$ cat config.mk
export PLATFORM = sky130hd
export DESIGN_NAME = mem_port_arbiter
export DESIGN_NICKNAME = d
export VERILOG_FILES = /design/src/rtl/mem_port_arbiter.sv
export SDC_FILE = /design/constraint.sdc
export NUM_CORES = 1
export LEC_CHECK = 0
export CORE_MARGIN = 3
export CORE_UTILIZATION = 36
export DETAILED_ROUTE_END_ITERATION = 7
export HOLD_SLACK_MARGIN = 0.03
export PLACE_DENSITY = 0.77
export SYNTH_ARGS = -nofsm -noshare
export SYNTH_HDL_FRONTEND = slang
export SYNTH_SLANG_ARGS = --single-unit
$ cat constraint.sdc
create_clock -name clk -period 1.9 [get_ports clk]
set_clock_uncertainty 0.2 [all_clocks]
set_input_delay 0.57 -clock clk [delete_from_list [all_inputs] [get_ports clk]]
set_output_delay 0.57 -clock clk [all_outputs]
set_load 0.005 [all_outputs]
$ cat src/rtl/mem_port_arbiter.sv
// -----------------------------------------------------------------------------
// mem_port_arbiter
//
// Shares one unified, variable-latency memory port between the instruction
// fetch requester (IF) and the data load/store requester (DM). Ties are
// resolved round-robin. The winning request is registered at grant, so the
// memory sees stable fields for the whole access. An optional ack timeout
// ends a stuck access with an error pulse.
//
// Access flow: IDLE (arbitrate + capture) -> REQ (wait for mem_ack) ->
// RESP (one-cycle ready pulse to the owner) -> IDLE. The minimum is three
// cycles per access.
//
// Parameters
//   DATA_WIDTH      data bus width, multiple of 8
//   ADDR_WIDTH      byte address width
//   TIMEOUT_CYCLES  max cycles spent in REQ without mem_ack; 0 disables
//
// Ports
//   clk, rst                  rising-edge clock, synchronous active-high reset
//   if_req/if_addr            fetch request; held until if_ready
//   if_ready/if_rdata         fetch done pulse, fetched word (held until next)
//   dm_req/we/addr/wdata/be   data request; held until dm_ready
//   dm_ready/dm_rdata         data done pulse, load data (0 after a store)
//   mem_req/we/addr/wdata/be  registered memory request, mem_req held to ack
//   mem_ack/mem_rdata         memory completion, read data valid with ack
//   err                       pulses with the ready of a timed-out access
// -----------------------------------------------------------------------------
module mem_port_arbiter #(
    parameter int DATA_WIDTH     = 32,
    parameter int ADDR_WIDTH     = 32,
    parameter int TIMEOUT_CYCLES = 16
) (
    input  logic                    clk,
    input  logic                    rst,

    input  logic                    if_req,
    input  logic [ADDR_WIDTH-1:0]   if_addr,
    output logic                    if_ready,
    output logic [DATA_WIDTH-1:0]   if_rdata,

    input  logic                    dm_req,
    input  logic                    dm_we,
    input  logic [ADDR_WIDTH-1:0]   dm_addr,
    input  logic [DATA_WIDTH-1:0]   dm_wdata,
    input  logic [DATA_WIDTH/8-1:0] dm_be,
    output logic                    dm_ready,
    output logic [DATA_WIDTH-1:0]   dm_rdata,

    output logic                    mem_req,
    output logic                    mem_we,
    output logic [ADDR_WIDTH-1:0]   mem_addr,
    output logic [DATA_WIDTH-1:0]   mem_wdata,
    output logic [DATA_WIDTH/8-1:0] mem_be,
    input  logic                    mem_ack,
    input  logic [DATA_WIDTH-1:0]   mem_rdata,

    output logic                    err
);

    localparam int BE_WIDTH  = DATA_WIDTH / 8;
    localparam bit TIMEOUT_EN = (TIMEOUT_CYCLES > 0);

    // The counter only ever reaches TIMEOUT_CYCLES-1, so clog2 bits suffice.
    localparam int CNT_WIDTH = (TIMEOUT_CYCLES > 1) ? $clog2(TIMEOUT_CYCLES) : 1;
    localparam logic [CNT_WIDTH-1:0] CNT_LAST =
        (TIMEOUT_CYCLES > 0) ? CNT_WIDTH'(TIMEOUT_CYCLES - 1) : '0;

    typedef enum logic [1:0] {
        ST_IDLE = 2'd0,
        ST_REQ  = 2'd1,
        ST_RESP = 2'd2
    } state_e;

    typedef enum logic {
        PORT_IF = 1'b0,
        PORT_DM = 1'b1
    } port_e;

    // -------------------------------------------------------------------------
    // State
    // -------------------------------------------------------------------------
    state_e                 state_q,      state_d;
    port_e                  last_grant_q, last_grant_d;
    port_e                  owner_q,      owner_d;
    logic [CNT_WIDTH-1:0]   tmo_cnt_q,    tmo_cnt_d;

    logic                   mem_req_q,    mem_req_d;
    logic                   mem_we_q,     mem_we_d;
    logic [ADDR_WIDTH-1:0]  mem_addr_q,   mem_addr_d;
    logic [DATA_WIDTH-1:0]  mem_wdata_q,  mem_wdata_d;
    logic [BE_WIDTH-1:0]    mem_be_q,     mem_be_d;

    logic                   if_ready_q,   if_ready_d;
    logic [DATA_WIDTH-1:0]  if_rdata_q,   if_rdata_d;
    logic                   dm_ready_q,   dm_ready_d;
    logic [DATA_WIDTH-1:0]  dm_rdata_q,   dm_rdata_d;
    logic                   err_q,        err_d;

    // -------------------------------------------------------------------------
    // Arbitration: a lone requester always wins; on a tie the port that did
    // not win last time is granted.
    // -------------------------------------------------------------------------
    logic  grant_valid;
    port_e grant_port;

    always_comb begin
        grant_valid = if_req || dm_req;
        if (if_req && dm_req) begin
            grant_port = (last_grant_q == PORT_IF) ? PORT_DM : PORT_IF;
        end else if (dm_req) begin
            grant_port = PORT_DM;
        end else begin
            grant_port = PORT_IF;
        end
    end

    // -------------------------------------------------------------------------
    // Timeout: fires on the last allowed REQ cycle only when no ack arrives,
    // so an ack on that very cycle still completes normally.
    // -------------------------------------------------------------------------
    logic timeout_hit;

    always_comb begin
        timeout_hit = TIMEOUT_EN && (tmo_cnt_q == CNT_LAST) && !mem_ack;
    end

    // -------------------------------------------------------------------------
    // Next-state and datapath
    // -------------------------------------------------------------------------
    logic                  resp_valid;
    logic [DATA_WIDTH-1:0] resp_data;

    always_comb begin
        // NOTE: every signal gets a default before any branch; a path that
        // leaves one unassigned would infer a latch.
        state_d      = state_q;
        last_grant_d = last_grant_q;
        owner_d      = owner_q;
        tmo_cnt_d    = tmo_cnt_q;
        mem_req_d    = mem_req_q;
        mem_we_d     = mem_we_q;
        mem_addr_d   = mem_addr_q;
        mem_wdata_d  = mem_wdata_q;
        mem_be_d     = mem_be_q;
        if_rdata_d   = if_rdata_q;
        dm_rdata_d   = dm_rdata_q;
        // Ready and err are single-cycle pulses, so they default low.
        if_ready_d   = 1'b0;
        dm_ready_d   = 1'b0;
        err_d        = 1'b0;
        resp_valid   = 1'b0;
        resp_data    = '0;

        unique case (state_q)
            ST_IDLE: begin
                tmo_cnt_d = '0;
                if (grant_valid) begin
                    owner_d      = grant_port;
                    last_grant_d = grant_port;
                    mem_req_d    = 1'b1;
                    state_d      = ST_REQ;
                    if (grant_port == PORT_DM) begin
                        mem_we_d    = dm_we;
                        mem_addr_d  = dm_addr;
                        mem_wdata_d = dm_wdata;
                        mem_be_d    = dm_be;
                    end else begin
                        mem_we_d    = 1'b0;
                        mem_addr_d  = if_addr;
                        mem_wdata_d = '0;
                        mem_be_d    = '1;
                    end
                end
            end

            ST_REQ: begin
                if (mem_ack) begin
                    // Stores return no data; only loads and fetches see mem_rdata.
                    resp_valid = 1'b1;
                    resp_data  = mem_we_q ? '0 : mem_rdata;
                end else if (timeout_hit) begin
                    resp_valid = 1'b1;
                    resp_data  = '0;
                    err_d      = 1'b1;
                end else if (TIMEOUT_EN) begin
                    tmo_cnt_d = tmo_cnt_q + CNT_WIDTH'(1);
                end

                if (resp_valid) begin
                    mem_req_d = 1'b0;
                    tmo_cnt_d = '0;
                    state_d   = ST_RESP;
                    if (owner_q == PORT_DM) begin
                        dm_ready_d = 1'b1;
                        dm_rdata_d = resp_data;
                    end else begin
                        if_ready_d = 1'b1;
                        if_rdata_d = resp_data;
                    end
                end
            end

            ST_RESP: begin
                // The ready pulse is already on the outputs this cycle.
                state_d = ST_IDLE;
            end

            default: begin
                state_d   = ST_IDLE;
                mem_req_d = 1'b0;
                tmo_cnt_d = '0;
            end
        endcase
    end

    // -------------------------------------------------------------------------
    // Registers
    // -------------------------------------------------------------------------
    always_ff @(posedge clk) begin
        // NOTE: non-blocking assignments so every flop samples the values
        // from before this edge, independent of statement order.
        if (rst) begin
            // NOTE: the request and read-data registers are cleared as well as
            // the control state, because every output must read 0 in reset.
            state_q      <= ST_IDLE;
            last_grant_q <= PORT_IF;
            owner_q      <= PORT_IF;
            tmo_cnt_q    <= '0;
            mem_req_q    <= 1'b0;
            mem_we_q     <= 1'b0;
            mem_addr_q   <= '0;
            mem_wdata_q  <= '0;
            mem_be_q     <= '0;
            if_ready_q   <= 1'b0;
            if_rdata_q   <= '0;
            dm_ready_q   <= 1'b0;
            dm_rdata_q   <= '0;
            err_q        <= 1'b0;
        end else begin
            state_q      <= state_d;
            last_grant_q <= last_grant_d;
            owner_q      <= owner_d;
            tmo_cnt_q    <= tmo_cnt_d;
            mem_req_q    <= mem_req_d;
            mem_we_q     <= mem_we_d;
            mem_addr_q   <= mem_addr_d;
            mem_wdata_q  <= mem_wdata_d;
            mem_be_q     <= mem_be_d;
            if_ready_q   <= if_ready_d;
            if_rdata_q   <= if_rdata_d;
            dm_ready_q   <= dm_ready_d;
            dm_rdata_q   <= dm_rdata_d;
            err_q        <= err_d;
        end
    end

    // -------------------------------------------------------------------------
    // Outputs: all driven straight from flops.
    // -------------------------------------------------------------------------
    assign mem_req   = mem_req_q;
    assign mem_we    = mem_we_q;
    assign mem_addr  = mem_addr_q;
    assign mem_wdata = mem_wdata_q;
    assign mem_be    = mem_be_q;
    assign if_ready  = if_ready_q;
    assign if_rdata  = if_rdata_q;
    assign dm_ready  = dm_ready_q;
    assign dm_rdata  = dm_rdata_q;
    assign err       = err_q;

endmodule

**Word level (Yosys, flattened, before mapping)**

Index checks and enable logic that the tools add are counted.

- Register bits after elaboration: 144
- Input bits: 138
- Output and inout bits: 137
- Logic and storage cells: 61

- Add/sub/neg operators: 1
- Equality and inequality tests: 7
- Mux-type cells: 23
- Bitwise operators: 4
- Reductions and logical operators: 13

Operators by type and width:

| kind | number |
|---|---|
| 2-to-1 mux 32 bit | 4 |
| 2-to-1 mux 4 bit | 4 |
| AND reduction 3 bit | 4 |
| 2-to-1 mux 1 bit | 10 |
| case mux 4 bit (2 select lines) | 1 |
| inequality test 3 bit, second input constant | 2 |
| OR reduction 3 bit | 2 |
| adder 4 x 1 -> 4 bit, second input constant | 1 |
| equality test 4 bit, second input constant | 1 |
| 2-to-1 mux 2 bit | 2 |
| inequality test 2 bit, second input constant | 2 |
| NOT 1 bit | 4 |
| case mux 2 bit (2 select lines) | 1 |
| AND reduction 2 bit | 2 |
| case mux 1 bit (3 select lines) | 1 |
| equality test 2 x 1 -> 1 bit, second input constant | 1 |
| equality test 2 bit, second input constant | 1 |
| logical AND 1 bit | 2 |
| logical NOT 2 bit | 1 |
| logical NOT 1 bit | 1 |
| logical OR 1 bit | 1 |

**Longest topological paths before layout**

Gate-level depths: netlist of run 1.

- Depth after elaboration: 7
- Gate-level depth with buffers: 5
- Gate-level depth less buffers: 4

**Worst setup path after synthesis of run 1**

OpenSTA, ideal clock, no wires.

- Path kind: input-to-reg
- From: input port rst
- To: register dm_rdata_q[29], in the netlist dm_rdata[29]
- Setup time: 0.058 ns
- Data arrival time: 1.642 ns
- Required time: 1.642 ns
- Setup slack: 0.000 ns
- Cell stages on the path: 5
- Path buffers: 2
- Cell sequence: or3b_1 buf_6 nor4_4 buf_6 a22o_2

RTL lines:

| what | RTL line | source |
|---|---|---|
| start, declared | 35 | `input logic rst,` |
| end signal, assigned | 253 | `dm_rdata_q <= dm_rdata_d;` |
| end, declared | 97 | `logic [DATA_WIDTH-1:0] dm_rdata_q, dm_rdata_d;` |

**Worst setup path after layout of run 1**

- From: input port mem_ack
- To: register dm_rdata_q[13], in the netlist dm_rdata[13]

- Cells in the longest elaborated chain, start to end: 6
- Elaborated cells on any way between the ends: 7
- Classes of those cells: 4 x mux; 3 x reduce/logical

Ends and longest elaborated chain:

| what | RTL line | source |
|---|---|---|
| start, declared | 55 | `input logic mem_ack,` |
| logical NOT 1 bit | 125 | `timeout_hit = TIMEOUT_EN && (tmo_cnt_q == CNT_LAST) && !mem_ack;` |
| logical AND 1 bit | 125 |  |
| 2-to-1 mux 1 bit | 182 | `end else if (timeout_hit) begin` |
| 2-to-1 mux 1 bit | 178 | `if (mem_ack) begin` |
| 2-to-1 mux 1 bit | 155 | `unique case (state_q)` |
| AND reduction 3 bit (no source line) | -- |  |

Parallel ways exist; a longest one is shown, timed or not. The select of a mux whose other input is x is not followed.
A chain may end at the register's enable or synchronous reset.

==> flow_summary.json, run 1 <==
{
  "status": "finished clean",
  "viasPerCell": 5.29,
  "power_leakage_nw": 4.00,
  "cp-end-kind": "flop",
  "wl_um": 17700,
  "num_rows": 43,
  "postLayoutCoreUtil_pct": 62.9,
  "start_kind": "input pin",
  "antenna_cells": 0,
  "fin_nets": 925,
  "postRouteAntennaNets": 0,
  "worst_ep_arrival_time_ps": 2010,
  "tightest_slew_ps": 503,
  "drtIter0Drc": 235,
  "synthCells": 502,
  "initial_core_util_pct": 37.4,
  "drive_gt1_share_pct": 17.5,
  "fin_crit_sh_pct": 97.7,
  "cts_tree": "yes",
  "drv_cap": 0,
  "setup_viol": 0,
  "drc": 0,
  "final.fill_count": 1177,
  "path_max_fanout": 32,
  "grt_pass1_wl_um": 27700,
  "htree_levels": 4,
  "die_area_sq_um": 16200,
  "pin_count": 275,
  "final_cell_area_sq_um": 8900,
  "whs_ps": 267,
  "via_count": 5180,
  "synthesis.area_sq_um": 5300,
  "gp_congestion": 0.796,
  "slew_viol_final": 0,
  "synthesis.nets": 641,
  "dp_hpwl_um": 12800,
  "cts_root_buf": "clkbuf_16",
  "cts.sinks": 144,
  "hold_buffers": 0,
  "core_area_sq_um": 14100,
  "area_growth_pct": 67.9,
  "clk_pin_slew_worst_paths_ps": 60,
  "gr-total-overflow": 0,
  "clockBufferDepth": 2,
  "dr.pass1.iters": 4,
  "vdd_drop_max_v": 0.000592,
  "worstPathRequired_ps": 2050,
  "fmax_mhz": 539,
  "die_w_um": 127,
  "port_buffers": 274,
  "relSlewSlack_pct": 66.5,
  "yosys_most_used_dff": "dfxtp_1",
  "crit_type": "input pin to flop",
  "grt_max_degree": 46,
  "ys_async_sr_fraction_pct": 0,
  "p_per_area_nw_per_um2": 870,
  "avgSynthCellArea_sq_um": 10.6,
  "dieHeight_um": 127,
  "min_path_type": "flop to flop",
  "cts_made_buffers": 17,
  "grt_antenna_before_repair": 0,
  "period_minus_slack_ps": 1860,
  "synth_cell_type_count": 34,
  "synth-edff-count": 0,
  "rsz0062_at_grt": "false",
  "yosysSeqAreaShare_pct": 54.4,
  "hold_viol_final": 0,
  "synth-warning-count": 0,
  "synth-seq-cells": 144,
  "worst_skew_pair.late_latency_ps": 410,
  "grtUsageTotal_pct": 21.3,
  "wl_per_cell_um": 18.0,
  "grt_pass1_vias": 5334,
  "placed_area_sq_um": 8430
}
-- worst paths after layout --
kind / from / end / slack (ps) / cells past startpoint
worst max-delay path: mem_ack / dm_rdata[13] / 40 / 5
worst min-delay path: if_rdata[31] / if_rdata[31] / 270 / 1
worst max register to register: tmo_cnt_q[0] / dm_rdata[13] / 80 / 5
worst min register to register: if_rdata[31] / if_rdata[31] / 270 / 1
-- state kept, by name (all words and copies together), names as in the netlist --
name,count
owner_q,1
mem_we,1
mem_be,4
dm_rdata,32
err,1
mem_wdata,32
if_rdata,32
mem_req,1
state_q,2
mem_addr,32
tmo_cnt_q,4
dm_ready,1
if_ready,1
-- cells in the mapped netlist, drive strengths merged (2+ instances only) --
master  number  area share [%]
a211oi      33             4.7
a21oi       69             6.5
a22o        64              11
a31oi        4            0.47
a32oi        2            0.33
buf         19             2.6
clkbuf      31             2.2
dfxtp      144              54
inv          3            0.21
mux2i       32             6.0
nand2        5            0.35
nand3       35             3.3
nor2         6            0.42
nor3         3            0.28
nor4         2            0.80
o21ai       34             3.2
o221a        4            0.85
or2          2            0.24
-- metal layers --
metal  share of wire (%)  track usage, %  wire length [um]
met1                  39            24.3              6960
met2                  50            36.7              8760
met3                 9.5            7.73              1680
met4                 1.5            7.63               257
met5                   0               0                 0
-- power by group --
group / internal, W / switching [W]
clock network: 0.00187 / 0.00128
logic: 0.000719 / 0.000568
registers: 0.00321 / 0.0000972
total: 0.00580 / 0.00195
-- final cells by class --
type | count | area (sq um) | area share (%)
timing repair buffer | 315 | 3000 | 33.7
inverter | 3 | 11.3 | 0.127
multi-input combinational | 305 | 2200 | 24.8
sequential | 144 | 2900 | 32.5
tap | 180 | 225 | 2.53
clock buffer | 19 | 453 | 5.09
clock inverter | 13 | 113 | 1.27
-- critical path: stages --
cell             delay, ps
clkdlybuf4s50_1        490
a31o_2                 300
a31oi_2                250
buf_12                 230
a22o_1                 160
-- cell usage in the layout (no fill, tap or decap), types with 2 or more instances in the layout --
cell,synthesis,final
clkinv_4,0,2
nor2_2,0,2
a32oi_1,2,2
o21ai_0,29,29
o21ai_1,5,5
nand2_1,5,5
clkbuf_8,0,2
nor2_1,6,3
a31oi_1,4,2
inv_6,0,2
clkinv_2,0,5
clkbuf_16,0,18
clkinvlp_4,0,3
mux2i_1,32,32
nor3_1,3,3
nor4_4,2,2
buf_12,0,8
inv_1,3,3
o221a_2,4,4
a21oi_1,69,68
dlygate4sd2_1,0,137
a211oi_1,33,33
dfxtp_2,0,10
nand3_1,35,35
a22o_2,37,37
a22o_1,27,27
dfxtp_1,144,134
buf_4,2,31
clkdlybuf4s50_1,0,136
-- per-stage QoR --
stage | TNS [ps] | total power (W) | std cells | setup WS (ps)
6_report | 0 | 0.00775 | 979 | 44.5
5_1_grt | 0 | 0.00807 | 979 | 2.43
4_1_cts | 0 | 0.00781 | 977 | 30.9
3_5_place_dp | -47250 | 0.00477 | 945 | -410
3_3_place_gp | -39600 | 0.00473 | 945 | -338
2_1_floorplan | 0 | 0.00387 | 502 | 0.257
-- cell families after synthesis --
group / after synthesis / share of synthesized area, %
compound gates: 212 / 27.8
xor+xnor: 1 / 0.165
fa+ha+maj: 1 / 0.236
buf+inv: 53 / 5.05
flops: 144 / 54.4
mux: 32 / 6.04
simple gates: 59 / 6.28
-- repair_timing --
| action | in CTS | in global routing |
|---|---|---|
| pin swaps | 0 | 1 |
| gates cloned | 0 | 1 |
| endpoints found under the setup margin | 137 | 88 |
| setup buffers | 0 | 1 |
| resized for setup | 146 | 7 |
(Power assumes the default switching activity.)
==> run 2, diff against run 1 <==
--- a/config.mk
+++ b/config.mk
@@ -5,11 +5,13 @@
 export SDC_FILE = /design/constraint.sdc
 export NUM_CORES = 1
 export LEC_CHECK = 0
-export CORE_MARGIN = 3
-export CORE_UTILIZATION = 36
+export CORE_AREA = 3 3 106 108
+export CTS_CLUSTER_DIAMETER = 40
 export DETAILED_ROUTE_END_ITERATION = 7
+export DIE_AREA = 0 0 109 111
+export DONT_BUFFER_PORTS = 1
 export HOLD_SLACK_MARGIN = 0.03
-export PLACE_DENSITY = 0.77
+export PLACE_DENSITY = 0.68
 export SYNTH_ARGS = -nofsm -noshare
 export SYNTH_HDL_FRONTEND = slang
 export SYNTH_SLANG_ARGS = --single-unit
==> run 2 against run 1 <==
Compared with the run above: the run now ends with hold timing left; critical path depth did not move; non-clock buffer count fell by 257; sequential share of layout area rose by 12 points; sequential cell count did not move; count of clock-buffer cells in the layout did not move; via count fell by 19%; clock power rose by 11%; largest power group is now clock.
==> flow_summary.json, run 2 (same netlist as run 1, synthesis figures left out) <==
{
  "met1_length_um": 5390,
  "die_w_um": 109,
  "reg2reg_slack_ps": 80,
  "final.fill_count": 804,
  "drc": 0,
  "postLayoutCoreUtil_pct": 63.0,
  "power_leakage_nw": 2.48,
  "wl_met3_um": 1700,
  "drive_gt1_share_pct": 19.4,
  "path_cells": "nor2b_1, buf_4, a32oi_1, nor2_1, dlygate4sd3_1",
  "core_area_sq_um": 10300,
  "pin_count": 275,
  "relSlewSlack_pct": 58.7,
  "cp_num_buf_inv": 2,
  "status": "finished, violations left",
  "clk_pin_slew_worst_paths_ps": 70,
  "cpPeakStageDelay_ps": 540,
  "dr.pass1.iters": 4,
  "clockBufferDepth": 2,
  "grt_antenna_before_repair": 0,
  "cp-end-kind": "flop",
  "cts_root_buf": "clkbuf_8",
  "gr-total-overflow": 0,
  "cts_made_buffers": 17,
  "fmax_mhz": 549,
  "grt_pass1_wl_um": 22100,
  "start_kind": "flop",
  "crit_type": "flop to flop",
  "cts.sinks": 144,
  "setup_viol": 0,
  "worst_ep_arrival_time_ps": 2020,
  "port_buffers": 0,
  "via_count": 4188,
  "postRouteAntennaNets": 0,
  "grtUsageTotal_pct": 23.1,
  "dieHeight_um": 111,
  "post_cts_buffers": 0,
  "violations": "hold timing",
  "num_rows": 37,
  "hold_buffers": 39,
  "wl_per_cell_um": 21.5,
  "wl_um": 14600,
  "gp_congestion": 0.778,
  "mostFrequentLayoutCells": "144 x dfxtp_1, 69 x a21oi_1, 39 x dlygate4sd3_1, 37 x a22o_2, 35 x nand3_1",
  "area_growth_pct": 22.8,
  "worst_skew_pair.late_latency_ps": 510,
  "drtIter0Drc": 402,
  "worstPathRequired_ps": 2100,
  "grt_pass1_vias": 4070,
  "fin_nets": 668,
  "hold_viol_final": 52,
  "period_minus_slack_ps": 1820,
  "cpMaxStageDelayCell": "dlygate4sd3_1",
  "fin_crit_sh_pct": 95.9,
  "tightest_slew_ps": 619,
  "p_per_area_nw_per_um2": 1160,
  "crit_family": "buffers and inverters",
  "final_common_cell": "dfxtp_1",
  "viasPerCell": 6.19,
  "whs_ps": -61.5,
  "setup_tns_ps": 0,
  "initial_core_util_pct": 51.3,
  "top_layer_used": "met4",
  "grt_max_degree": 77,
  "htree_levels": 4,
  "path_max_fanout": 7,
  "die_area_sq_um": 12100,
  "antenna_cells": 0,
  "drv_cap": 0,
  "min_path_type": "input pin to flop",
  "dr_wl_met2_um": 7210,
  "slew_viol_final": 0,
  "dp_hpwl_um": 9620,
  "vdd_drop_max_v": 0.000762,
  "cts_tree": "yes"
}
run 2: changes by cell type in the layout (fill, tap and decap cells not counted), sizes merged:
cell | previous run | this run
buf | 41 | 19
bufinv | 1 | 4
clkbuf | 20 | 19
clkdlybuf4s50 | 136 | 0
clkinv | 7 | 3
dlygate4sd2 | 137 | 0
dlygate4sd3 | 0 | 39
run 2: per-layer routing:
layer	vias up	track usage, %
met5	-	0
met4	0	8.16
met3	21	10.4
met2	243	38.4
met1	1975	25.8
li1	1949	-
run 2: worst register-to-register path: cells and delay by family, from the launching register on:
family | cells | cell delay (ps)
buffers and inverters | 2 | 720
AO/OA/AOI/OAI | 1 | 190
flip-flops | 1 | 440
AND/OR/NAND/NOR | 2 | 160
run 2: what timing repair did:
item	in CTS	in global routing
hold endpoints to repair	140	69
endpoints found under the setup margin	0	2
gates resized for setup	0	3
run 2: final timing paths:
path / from / endpoint / cells past startpoint
min reg2reg: tmo_cnt_q[0] / tmo_cnt_q[0] / 2
max: state_q[1] / tmo_cnt_q[2] / 5
min: rst / mem_wdata[24] / 1
max reg2reg: state_q[1] / tmo_cnt_q[2] / 5
run 2: power by group:
part | internal (W) | total, W | switching (W)
Clock | 0.00220 | 0.00349 | 0.00128
Sequential | 0.00321 | 0.00337 | 0.000163
Combinational | 0.000328 | 0.000701 | 0.000373
run 2: cell type report:
type                            count  area (sq um)  share of cell area, %
Sequential cell                   144          2880                   44.3
Multi-Input combinational cell    305          2200                   33.8
Timing Repair Buffer               58           621                   9.54
Clock buffer                       19           442                   6.79
Clock inverter                     12           183                   2.81
Tap cell                          136           170                   2.62
Inverter                            3          11.3                  0.173
run 2: per-stage QoR:
| step | instance area (sq um) | std cells | setup slack, ps | power, W |
|---|---|---|---|---|
| after floorplan | 5300 | 502 | 0.257 | 0.00387 |
| after global placement | 5480 | 607 | -7.10 | 0.00403 |
| after detailed placement | 5480 | 607 | -64.2 | 0.00406 |
| after CTS | 6490 | 677 | 23.8 | 0.00762 |
| after global routing | 6500 | 677 | -1.21 | 0.00785 |
| final | 6500 | 677 | 78.5 | 0.00756 |
==> RTL edit (flow settings as in run 1) <==
Make the reset (`rst`) asynchronous in one clocked block. Comments in the files are not updated.
--- a/src/rtl/mem_port_arbiter.sv
+++ b/src/rtl/mem_port_arbiter.sv
@@ -219,3 +219,3 @@
     // -------------------------------------------------------------------------
-    always_ff @(posedge clk) begin
+    always_ff @(posedge clk or posedge rst) begin
         // NOTE: non-blocking assignments so every flop samples the values
Check against the original RTL: differs if rst is asserted again (counterexample within 4 cycles, from zero or initial values and one cycle with rst high); with rst held inactive, the same outputs for 4 cycles.
==> RTL edit against run 1 <==
- highest routed layer unchanged
- wire length barely moved
- synthesized cell count down 24%
- area after synthesis up 9.6%
- sequential cell count unchanged
- register-to-register slack lost 50 ps
- cell area up 7.3%
- worst setup slack worse by 24 ps
Power is not compared: it rests on default switching activity, and its combinational part moved more than twofold at a synthesized area within 25%.
==> RTL edit: results (changes against run 1) <==
placed cell areas=9025 µm² (+7.0%); worst slew pin tran=378.1 ps (-124.4 ps); largest net degree at the start of global routing=60 (+30%); nets=821 (-11%); top post-synthesis cells by area=dfrtp_1, a32o_1, mux2_2; Most used DFF post-synth=dfrtp_1; Final Wtd Congestion=0.7964 (+0.10%); hpwl dp=12610 µm (-1.3%); crit path max-delay cell type=mux2_2; Diodes inserted=0 (unchanged); Total GRT Usage=0.1971 (-0.01613); initial antenna violation count=0 (unchanged); post-synth net total=522 (-19%); Synth top cells by count=dfrtp_1, a32o_1, mux2_2, a22o_1, mux2_4; mux share of post-synthesis cell area=0.1370 (+0.07656); Port Buf Inserts=274 (unchanged); Initial DRC Count=248 (+5.5%); CP arrival=1970 ps (-40 ps); slowest stage delay, CP=330 ps (-160 ps); Synth Area in Compound Gates=0.1788 (-0.09936); asr flop ratio synth=1.000 (+1.000); vias in the first global route=5092 (-4.5%); Clk Tree Root Cell=clkbuf_16; number of library cell types mapped by synthesis=34 (unchanged); clk_lat worst skew=about 420 ps; DRT Pass-1 Iters=5 (+1); Synth Area in XOR/XNOR=0.001508 (-0.0001449); Mapped Cells=383 (-24%); register area share after synthesis=0.6204 (+0.07638); fillers=1238 (+5.2%); detailed-route wire length per cell=19.50 µm (+8.1%); # H-tree levels=4 (unchanged); status=completed; Hold Path Class=flip-flop to flip-flop; Final Instance Count excl. Fillers=905 (-7.6%); CP Max Fanout=9 (-72%); first-pass GRT wire length=27880 µm (+0.54%); layout cell share with drive strength beyond 1=0.1945 (+0.01931); Via density=5.137 (-2.9%); Post-DRT Antenna Nets=0 (unchanged); placed cells=863 (-8.7%); adder-cell share of the synthesized area=0.002154 (-0.0002070)
==> RTL edit: cell count changes after synthesis, sizes merged, moves of 32 or more <==
cell    change
dfrtp     +144
dfxtp     -144
a21oi      -69
mux2       +64
nand3      -33
mux2i      -32
a32o       +64
a211oi     -33
==> RTL edit: where the power goes <==
part | internal, µW | switching [µW] | leakage (µW)
clock | 1840 | 1280 | 0.000267
sequential | 4480 | 767 | 0.00180
combinational | 3460 | 2360 | 0.00244
==> RTL edit: cells by family after synthesis <==
family / count (synthesis)
compound gates: 111
xor+xnor: 1
fa+ha+maj: 1
buf+inv: 40
flops: 144
mux: 64
simple gates: 22
==> RTL edit: layout make-up <==
| class | count | share of cell area |
|---|---|---|
| flip-flops and latches | 144 | 0.3774 |
| clock buffers | 20 | 0.04678 |
| repair buffers | 316 | 0.3232 |
| multi-input cells | 199 | 0.2117 |
| clock inverters | 11 | 0.01127 |
| well taps | 211 | 0.02765 |
| inverters | 4 | 0.001965 |
==> RTL edit: layer usage <==
layer | track usage | wire (µm)
met3 | 0.04829 | 1140
met5 | 0 | 0
met4 | 0.06351 | 312
met1 | 0.2420 | 7159
met2 | 0.3414 | 9036
==> RTL edit: final timing paths <==
kind | startpoint | end | slack, ps | cells after the start
worst min-delay path | dm_rdata[23] | dm_rdata[23] | 290 | 1
max in group asynchronous | rst | tmo_cnt_q[2] | 750 | 3
worst max register to register | owner_q | mem_addr[4] | 30 | 4
min in group asynchronous | rst | dm_rdata[27] | 370 | 3
worst min register to register | dm_rdata[23] | dm_rdata[23] | 290 | 1
worst max-delay path | dm_req | mem_addr[29] | 20 | 5
==> RTL edit: stage by stage <==
step | total power (µW) | util | hold WS [ps] | worst slack [ps]
6_report | 14190 | 0.6167 | 287.5 | 20.02
3_3_place_gp | 11710 | 0.5829 | 275.2 | -484.4
5_1_grt | 14980 | 0.6167 | 300.3 | 0.9470
4_1_cts | 14360 | 0.6164 | 289.0 | 24.18
3_5_place_dp | 11960 | 0.5829 | 280.9 | -523.4
2_1_floorplan | 7859 | - | 274.9 | -675.0
==> RTL edit: what timing repair did <==
| item | CTS | global route |
|---|---|---|
| gates resized for setup | 140 | 2 |
| setup buffers | 9 | 0 |
| gates cloned | 2 | 0 |
| pin swaps | 1 | 0 |
| setup endpoints to repair | 174 | 2 |
==> RTL edit: critical path, delay by kind of cell <==
kind	cells	cell delay, ps
buffers and inverters	2	560
muxes	2	590
AOI/OAI and AO/OA	1	250
